**src/rtl/pipe_ctrl_pkg.sv**
```systemverilog
// rtl/pipe_ctrl_pkg.sv - shared stage indices and sequencer state encoding
// Purpose : stage numbering for the 7-stage core and the pipe_ctrl FSM states.
// Contents: NUM_STG, stage_e (STG_IF=0 .. STG_WB=6), pipe_state_e {RUN, DRAIN, HALT}.
package pipe_ctrl_pkg;

   localparam int NUM_STG = 7;

   typedef enum logic [2:0] {
      STG_IF  = 3'd0,
      STG_ID  = 3'd1,
      STG_RD  = 3'd2,
      STG_EX  = 3'd3,
      STG_MEM = 3'd4,
      STG_ASM = 3'd5,
      STG_WB  = 3'd6
   } stage_e;

   typedef enum logic [1:0] {
      RUN   = 2'd0,
      DRAIN = 2'd1,
      HALT  = 2'd2
   } pipe_state_e;

endpackage

```
**src/rtl/pipe_ctrl_stall_wdog.sv**
```systemverilog
// rtl/pipe_ctrl_stall_wdog.sv - consecutive-stall counter with sticky deadlock flag
// Purpose : counts back-to-back stall cycles, saturates, and latches a deadlock error.
// Ports   : i_clk, i_rst      clock, synchronous active-high reset
//           i_count_en        1 while the pipeline is live (RUN/DRAIN); counter holds otherwise
//           i_stall           this cycle is a stall cycle
//           o_stall_cycles    consecutive stall count, saturating at all ones
//           o_deadlock_err    sticky, set when a stall cycle sees count == STALL_LIMIT-1
module pipe_ctrl_stall_wdog #(
   parameter int CNT_W       = 12,
   parameter int STALL_LIMIT = 1024
) (
   input  logic             i_clk,
   input  logic             i_rst,
   input  logic             i_count_en,
   input  logic             i_stall,
   output logic [CNT_W-1:0] o_stall_cycles,
   output logic             o_deadlock_err
);

   localparam logic [CNT_W-1:0] C_MAX  = '1;
   localparam logic [CNT_W-1:0] C_TRIP = CNT_W'(STALL_LIMIT - 1);

   logic [CNT_W-1:0] r_cnt;
   logic             r_err;

   always_ff @(posedge i_clk) begin
      if (i_rst) begin
         r_cnt <= '0;
         r_err <= 1'b0;
      end else if (i_count_en) begin
         if (i_stall) begin
            if (r_cnt != C_MAX) begin
               r_cnt <= r_cnt + 1'b1;
            end
            // The limit stall cycle itself raises the flag, so it is visible
            // together with stall_cycles == STALL_LIMIT.
            if (r_cnt == C_TRIP) begin
               r_err <= 1'b1;
            end
         end else begin
            r_cnt <= '0;
         end
      end
   end

   assign o_stall_cycles = r_cnt;
   assign o_deadlock_err = r_err;

endmodule

```
**src/rtl/pipe_ctrl.sv**
```systemverilog
// rtl/pipe_ctrl.sv - pipeline sequencer producing per-stage advance/kill controls
// Purpose : turns stall, memory back-pressure, redirect, drain and halt requests into
//           stage advance/kill enables for IF ID RD EX MEM ASM WB.
// Ports   : i_clk, i_rst                     clock, synchronous active-high reset
//           i_ex_stall_flag, i_mem_busy      stall sources (EX operand, MEM back-pressure)
//           i_ex_redirect                    1-cycle mispredict pulse from EX
//           i_drain_req, i_halt_req          level requests: empty / freeze the pipeline
//           i_stg_valid                      valid bit of each stage register
//           o_stg_adv, o_stg_kill            per-stage load / bubble controls (kill wins)
//           o_hzd_en                         hazard unit enable
//           o_drain_done, o_halted           drain completion pulse, frozen indicator
//           o_stall_cycles, o_deadlock_err   stall watchdog outputs
module pipe_ctrl
   import pipe_ctrl_pkg::*;
#(
   parameter int CNT_W       = 12,
   parameter int STALL_LIMIT = 1024
) (
   input  logic               i_clk,
   input  logic               i_rst,
   input  logic               i_ex_stall_flag,
   input  logic               i_mem_busy,
   input  logic               i_ex_redirect,
   input  logic               i_drain_req,
   input  logic               i_halt_req,
   input  logic [NUM_STG-1:0] i_stg_valid,
   output logic [NUM_STG-1:0] o_stg_adv,
   output logic [NUM_STG-1:0] o_stg_kill,
   output logic               o_hzd_en,
   output logic               o_drain_done,
   output logic               o_halted,
   output logic [CNT_W-1:0]   o_stall_cycles,
   output logic               o_deadlock_err
);

   // IF is still fetching wrong-path/new work during a drain; only ID..WB must empty.
   localparam logic [NUM_STG-1:0] C_DRAIN_MASK = ~NUM_STG'(1);

   pipe_state_e        r_state;
   pipe_state_e        w_state_nxt;
   logic               r_redirect_pend;
   logic               w_redirect_pend_nxt;
   logic               r_drain_done;
   logic               w_drain_done_nxt;
   logic [NUM_STG-1:0] w_adv;
   logic [NUM_STG-1:0] w_kill;
   logic               w_hzd_en;
   logic               w_live;
   logic               w_drained;
   logic [CNT_W-1:0]   w_stall_cycles;
   logic               w_deadlock_err;

   assign w_live    = (r_state != HALT);
   assign w_drained = ((i_stg_valid & C_DRAIN_MASK) == '0);

   always_ff @(posedge i_clk) begin
      if (i_rst) begin
         r_state         <= RUN;
         r_redirect_pend <= 1'b0;
         r_drain_done    <= 1'b0;
      end else begin
         r_state         <= w_state_nxt;
         r_redirect_pend <= w_redirect_pend_nxt;
         r_drain_done    <= w_drain_done_nxt;
      end
   end

   always_comb begin
      w_adv               = '0;
      w_kill              = '0;
      w_hzd_en            = 1'b0;
      w_state_nxt         = r_state;
      w_redirect_pend_nxt = r_redirect_pend;
      w_drain_done_nxt    = 1'b0;

      case (r_state)
         RUN, DRAIN: begin
            w_hzd_en = 1'b1;
            if (i_mem_busy) begin
               // Everything up to MEM holds; ASM gets a bubble; WB retires.
               w_adv[STG_WB]       = 1'b1;
               w_kill[STG_ASM]     = 1'b1;
               w_redirect_pend_nxt = r_redirect_pend | i_ex_redirect;
            end else if (i_ex_stall_flag) begin
               // A redirect seen here is dropped; EX re-raises it once unstalled.
               w_adv[STG_ASM]  = 1'b1;
               w_adv[STG_WB]   = 1'b1;
               w_kill[STG_MEM] = 1'b1;
            end else if (i_ex_redirect || r_redirect_pend) begin
               // Branch moves on into MEM; everything younger is squashed.
               w_adv               = '1;
               w_kill[STG_IF]      = 1'b1;
               w_kill[STG_ID]      = 1'b1;
               w_kill[STG_RD]      = 1'b1;
               w_kill[STG_EX]      = 1'b1;
               w_redirect_pend_nxt = 1'b0;
            end else begin
               w_adv = '1;
            end

            if (r_state == DRAIN) begin
               w_adv[STG_IF]  = 1'b0;
               w_kill[STG_ID] = 1'b1;
               if (w_drained) begin
                  w_drain_done_nxt = 1'b1;
                  w_state_nxt      = RUN;
               end
            end else if (i_halt_req) begin
               // Halt waits for a clean cycle so nothing is frozen mid-stall or mid-redirect.
               if (!i_mem_busy && !i_ex_stall_flag && !r_redirect_pend) begin
                  w_state_nxt = HALT;
               end
            end else if (i_drain_req) begin
               w_state_nxt = DRAIN;
            end
         end
         HALT: begin
            w_redirect_pend_nxt = r_redirect_pend | i_ex_redirect;
            if (!i_halt_req) begin
               w_state_nxt = RUN;
            end
         end
         default: begin
            w_state_nxt = RUN;
         end
      endcase

      if (i_rst) begin
         w_adv    = '0;
         w_kill   = '1;
         w_hzd_en = 1'b0;
      end
   end

   pipe_ctrl_stall_wdog #(
      .CNT_W       (CNT_W),
      .STALL_LIMIT (STALL_LIMIT)
   ) u_stall_wdog (
      .i_clk          (i_clk),
      .i_rst          (i_rst),
      .i_count_en     (w_live),
      .i_stall        (i_mem_busy | i_ex_stall_flag),
      .o_stall_cycles (w_stall_cycles),
      .o_deadlock_err (w_deadlock_err)
   );

   // Registered outputs are masked while rst is high so the reset values show
   // immediately, not only after the reset edge.
   assign o_stg_adv      = w_adv;
   assign o_stg_kill     = w_kill;
   assign o_hzd_en       = w_hzd_en;
   assign o_drain_done   = r_drain_done & ~i_rst;
   assign o_halted       = (r_state == HALT) & ~i_rst;
   assign o_stall_cycles = i_rst ? '0 : w_stall_cycles;
   assign o_deadlock_err = w_deadlock_err & ~i_rst;

endmodule

```
**config.mk**
```make
export PLATFORM = sky130hd
export DESIGN_NAME = pipe_ctrl
export DESIGN_NICKNAME = d
export VERILOG_FILES = /design/src/rtl/pipe_ctrl_pkg.sv /design/src/rtl/pipe_ctrl_stall_wdog.sv /design/src/rtl/pipe_ctrl.sv
export SDC_FILE = /design/constraint.sdc
export NUM_CORES = 1
export LEC_CHECK = 0
export BUFFER_PORTS_ARGS = -buffer_cell sky130_fd_sc_hd__buf_4
export CAP_MARGIN = 20
export CELL_PAD_IN_SITES_DETAIL_PLACEMENT = 1
export CELL_PAD_IN_SITES_GLOBAL_PLACEMENT = 1
export CORE_UTILIZATION = 34
export DETAILED_ROUTE_END_ITERATION = 10
export PLACE_DENSITY_LB_ADDON = 0.1
export SETUP_SLACK_MARGIN = 0.3
export SYNTH_ARGS = -nofsm -noshare
export SYNTH_HDL_FRONTEND = slang
export SYNTH_SLANG_ARGS = --single-unit
```
**constraint.sdc**
```tcl
create_clock -name i_clk -period 2.09 [get_ports i_clk]
set_clock_uncertainty 0.2 [all_clocks]
set_input_delay 0.1045 -clock i_clk [delete_from_list [all_inputs] [get_ports i_clk]]
set_output_delay 0.1045 -clock i_clk [all_outputs]
set_load 0.05 [all_outputs]
```
==> metrics <==
status=completed; Detailed Place HPWL=2545 µm; Slew headroom=71.55%; peak supply drop=278.9 µV; Syn-to-layout area delta=52.81%; setup TNS=0 ns; clock root buffer=clkbuf_4; total CTS buffers=3; RSZ-0062 raised after global routing=true; vias in the first global route=1223; HP Class=in2reg; final setup fails=0; CP arrival=1.83 ns; critical path endpoint category=flip-flop; clk sinks=17; worst-path fanout max=7; final critical-path required period=1.801 ns; Core Region=0.003337 mm²; worst-margin pin slew=0.4229 ns; # IOs=44; DRC violations left=0; CP cell instances=nand4_1, buf_4, o41ai_4, a21oi_1, o32ai_1; wirelength, routed=4010 µm; Fmax=555.3 MHz; clock-pin slew on the worst setup and hold paths=0.11 ns; DIE AREA=0.003710 mm²; maximum level of the CTS H-tree=1; Max Root-Sink Buffers=2; Slowest cell on crit path=o41ai_4; Syn Inst Count=154; Power Density=429.8 mW/mm²; first-pass GRT wire length=5623 µm; Yosys warning total=0; Tcrit/Tclk final=86.16%; MaxCap Viol Count=0; Tot GR Track Use=20.76%; Distinct cells, synth=43; sequential-to-total area share from yosys stat=28.84%; Post-Syn Area per Cell=7.662 µm²; Leakage=0.7797 nW; Pins Over Slew Limit=0; number of flops mapped to enable cells by yosys=0; routed vias/inst=5.283; DR vias=1342; Post-Syn Nets=169; Layout Nets=224; ANT nets after route=0; Worst Setup Path Type=reg2reg; Initial Utilization=35.36%; ant diodes=0; Non-Filler Instances=254; clk_lat worst skew=0.32 ns; GR Overflow Total=0; top cells by area, synth=dfxtp_1 (29%), nor2b_1 (7.4%), buf_4 (5.7%); ys async rst share=0%; TritonCTS clock tree=yes; share of post-route cells with drive strength above 1=44.71%; Synth Flop Type=dfxtp_1; routed length per placed instance=15.79 µm; filler cell count=416; Synth top area share=28.84%; Hold Vio Cnt, Final=0; first-pass iteration count of the detailed router=4; Site Rows=21; Critical Path Source Type=flip-flop; FF+latch area=357.8 µm²; Initial DRC Count=18; register bit count reported by yosys=17; CP required=2.12 ns; IO buf count=42; Mapped Area=0.001180 mm²; initial antenna violation count=0; die height=60.91 µm; area of the multi-input gates=818.3 µm²; crit-path max cell delay=0.41 ns; Placed Instances=234; largest net degree at the start of global routing=39; gpl congestion=0.7468; Die Width=60.91 µm; Yosys top cell by area=dfxtp_1
flip-flops by register name (all words and copies together), names as in the netlist:
name and cells:
u_stall_wdog.o_stall_cycles 12, r_state 2, r_drain_done 1, r_redirect_pend 1, u_stall_wdog.o_deadlock_err 1
cell families after synthesis:
family | Yosys count | synth area share (%)
AOI/OAI and AO/OA | 34 | 20.04
adders and majority gates | 1 | 1.060
buffers and inverters | 20 | 9.967
DFF | 17 | 28.84
and+or+nand+nor | 82 | 40.08
routing by layer:
metal	track usage (%)	vias up	wire, µm
met1	23.61	649	1586
met3	3.625	4	115
met4	5.844	0	46
met5	0	-	0
met2	39.40	30	2261
li1	-	659	-
cell type report:
type                    instances  area share (%)
well taps                      46           3.192
repair buffers                 68           29.63
multi-input cells             117           45.39
clock inverters                 1          0.2776
inverters                       2          0.4164
clock buffers                   3           1.249
flip-flops and latches         17           19.85
metrics by stage:
step	power (mW)	cell area [µm²]	setup WS [ns]	util [%]	hold slack, ns
2_1_floorplan	0.4960	1209	0.2312	-	0.04346
3_3_place_gp	0.5562	1546	0.2506	46.34	0.1421
3_5_place_dp	0.5608	1546	0.1797	46.34	0.1643
4_1_cts	0.7718	1688	0.2514	50.58	0.01322
5_1_grt	0.8015	1803	0.2318	54.03	0.03634
6_report	0.7750	1803	0.2892	54.03	0.008308
synth_stat cells, types with 4 or more instances:
cell / count
nor4_1: 4
dfxtp_1: 17
o21ai_0: 5
clkbuf_1: 6
a21oi_1: 8
buf_4: 9
a31oi_1: 4
nand3_1: 4
nor3_1: 5
or4_1: 4
o211ai_1: 4
nor2_1: 17
nand2_1: 14
nor2b_1: 14
worst max-delay path: cells and delay by family (launching register included):
kind	cells	cell delay (ns)
AND/OR/NAND/NOR	1	0.19
flip-flops	1	0.40
buffers and inverters	1	0.22
AO/OA/AOI/OAI	3	0.70
path summary, 6_finish.rpt:
path,cells past startpoint,slack (ns),endpoint,from
setup / recovery,5,0.29,u_stall_wdog.o_stall_cycles[11],u_stall_wdog.o_stall_cycles[9]
hold / removal,2,0.008,u_stall_wdog.o_deadlock_err,i_rst
setup reg to reg,5,0.29,u_stall_wdog.o_stall_cycles[11],u_stall_wdog.o_stall_cycles[9]
hold reg to reg,2,0.29,u_stall_wdog.o_deadlock_err,u_stall_wdog.o_deadlock_err
where the power goes:
part | leakage, nW | total (mW) | switching (mW) | internal, mW
logic | 0.619 | 0.236 | 0.147 | 0.0897
registers | 0.143 | 0.337 | 0.00755 | 0.330
clock network | 0.0177 | 0.201 | 0.130 | 0.0717
total | 0.780 | 0.775 | 0.284 | 0.491
placed cells by master (no fill, tap or decap), types with 2 or more instances in the layout:
| cell type | n |
|---|---|
| dlygate4sd3_1 | 9 |
| o21ai_0 | 5 |
| a21o_1 | 3 |
| nand4_1 | 2 |
| nand3_2 | 2 |
| nand3_1 | 3 |
| or4_1 | 3 |
| or2_2 | 2 |
| a31oi_1 | 3 |
| buf_4 | 57 |
| dfxtp_4 | 2 |
| o211ai_1 | 4 |
| nand2_1 | 14 |
| nor4_1 | 3 |
| or3_1 | 3 |
| nor3_4 | 2 |
| dfxtp_2 | 8 |
| nor3_1 | 3 |
| a32o_1 | 2 |
| nor2b_1 | 14 |
| inv_1 | 2 |
| dfxtp_1 | 7 |
| clkbuf_4 | 3 |
| nor2_1 | 16 |
| a21oi_1 | 8 |
repair_timing:
| action | in CTS | in global routing |
|---|---|---|
| hold endpoints to repair | 4 | 1 |
| gates resized for setup | 5 | 19 |
| cloned | 0 | 1 |
| pin swaps | 1 | 6 |
| setup buffers | 0 | 6 |
| hold buffers | 9 | 1 |
| endpoints found under the setup margin | 9 | 10 |
Note: power is estimated with default switching activity, not from simulation.
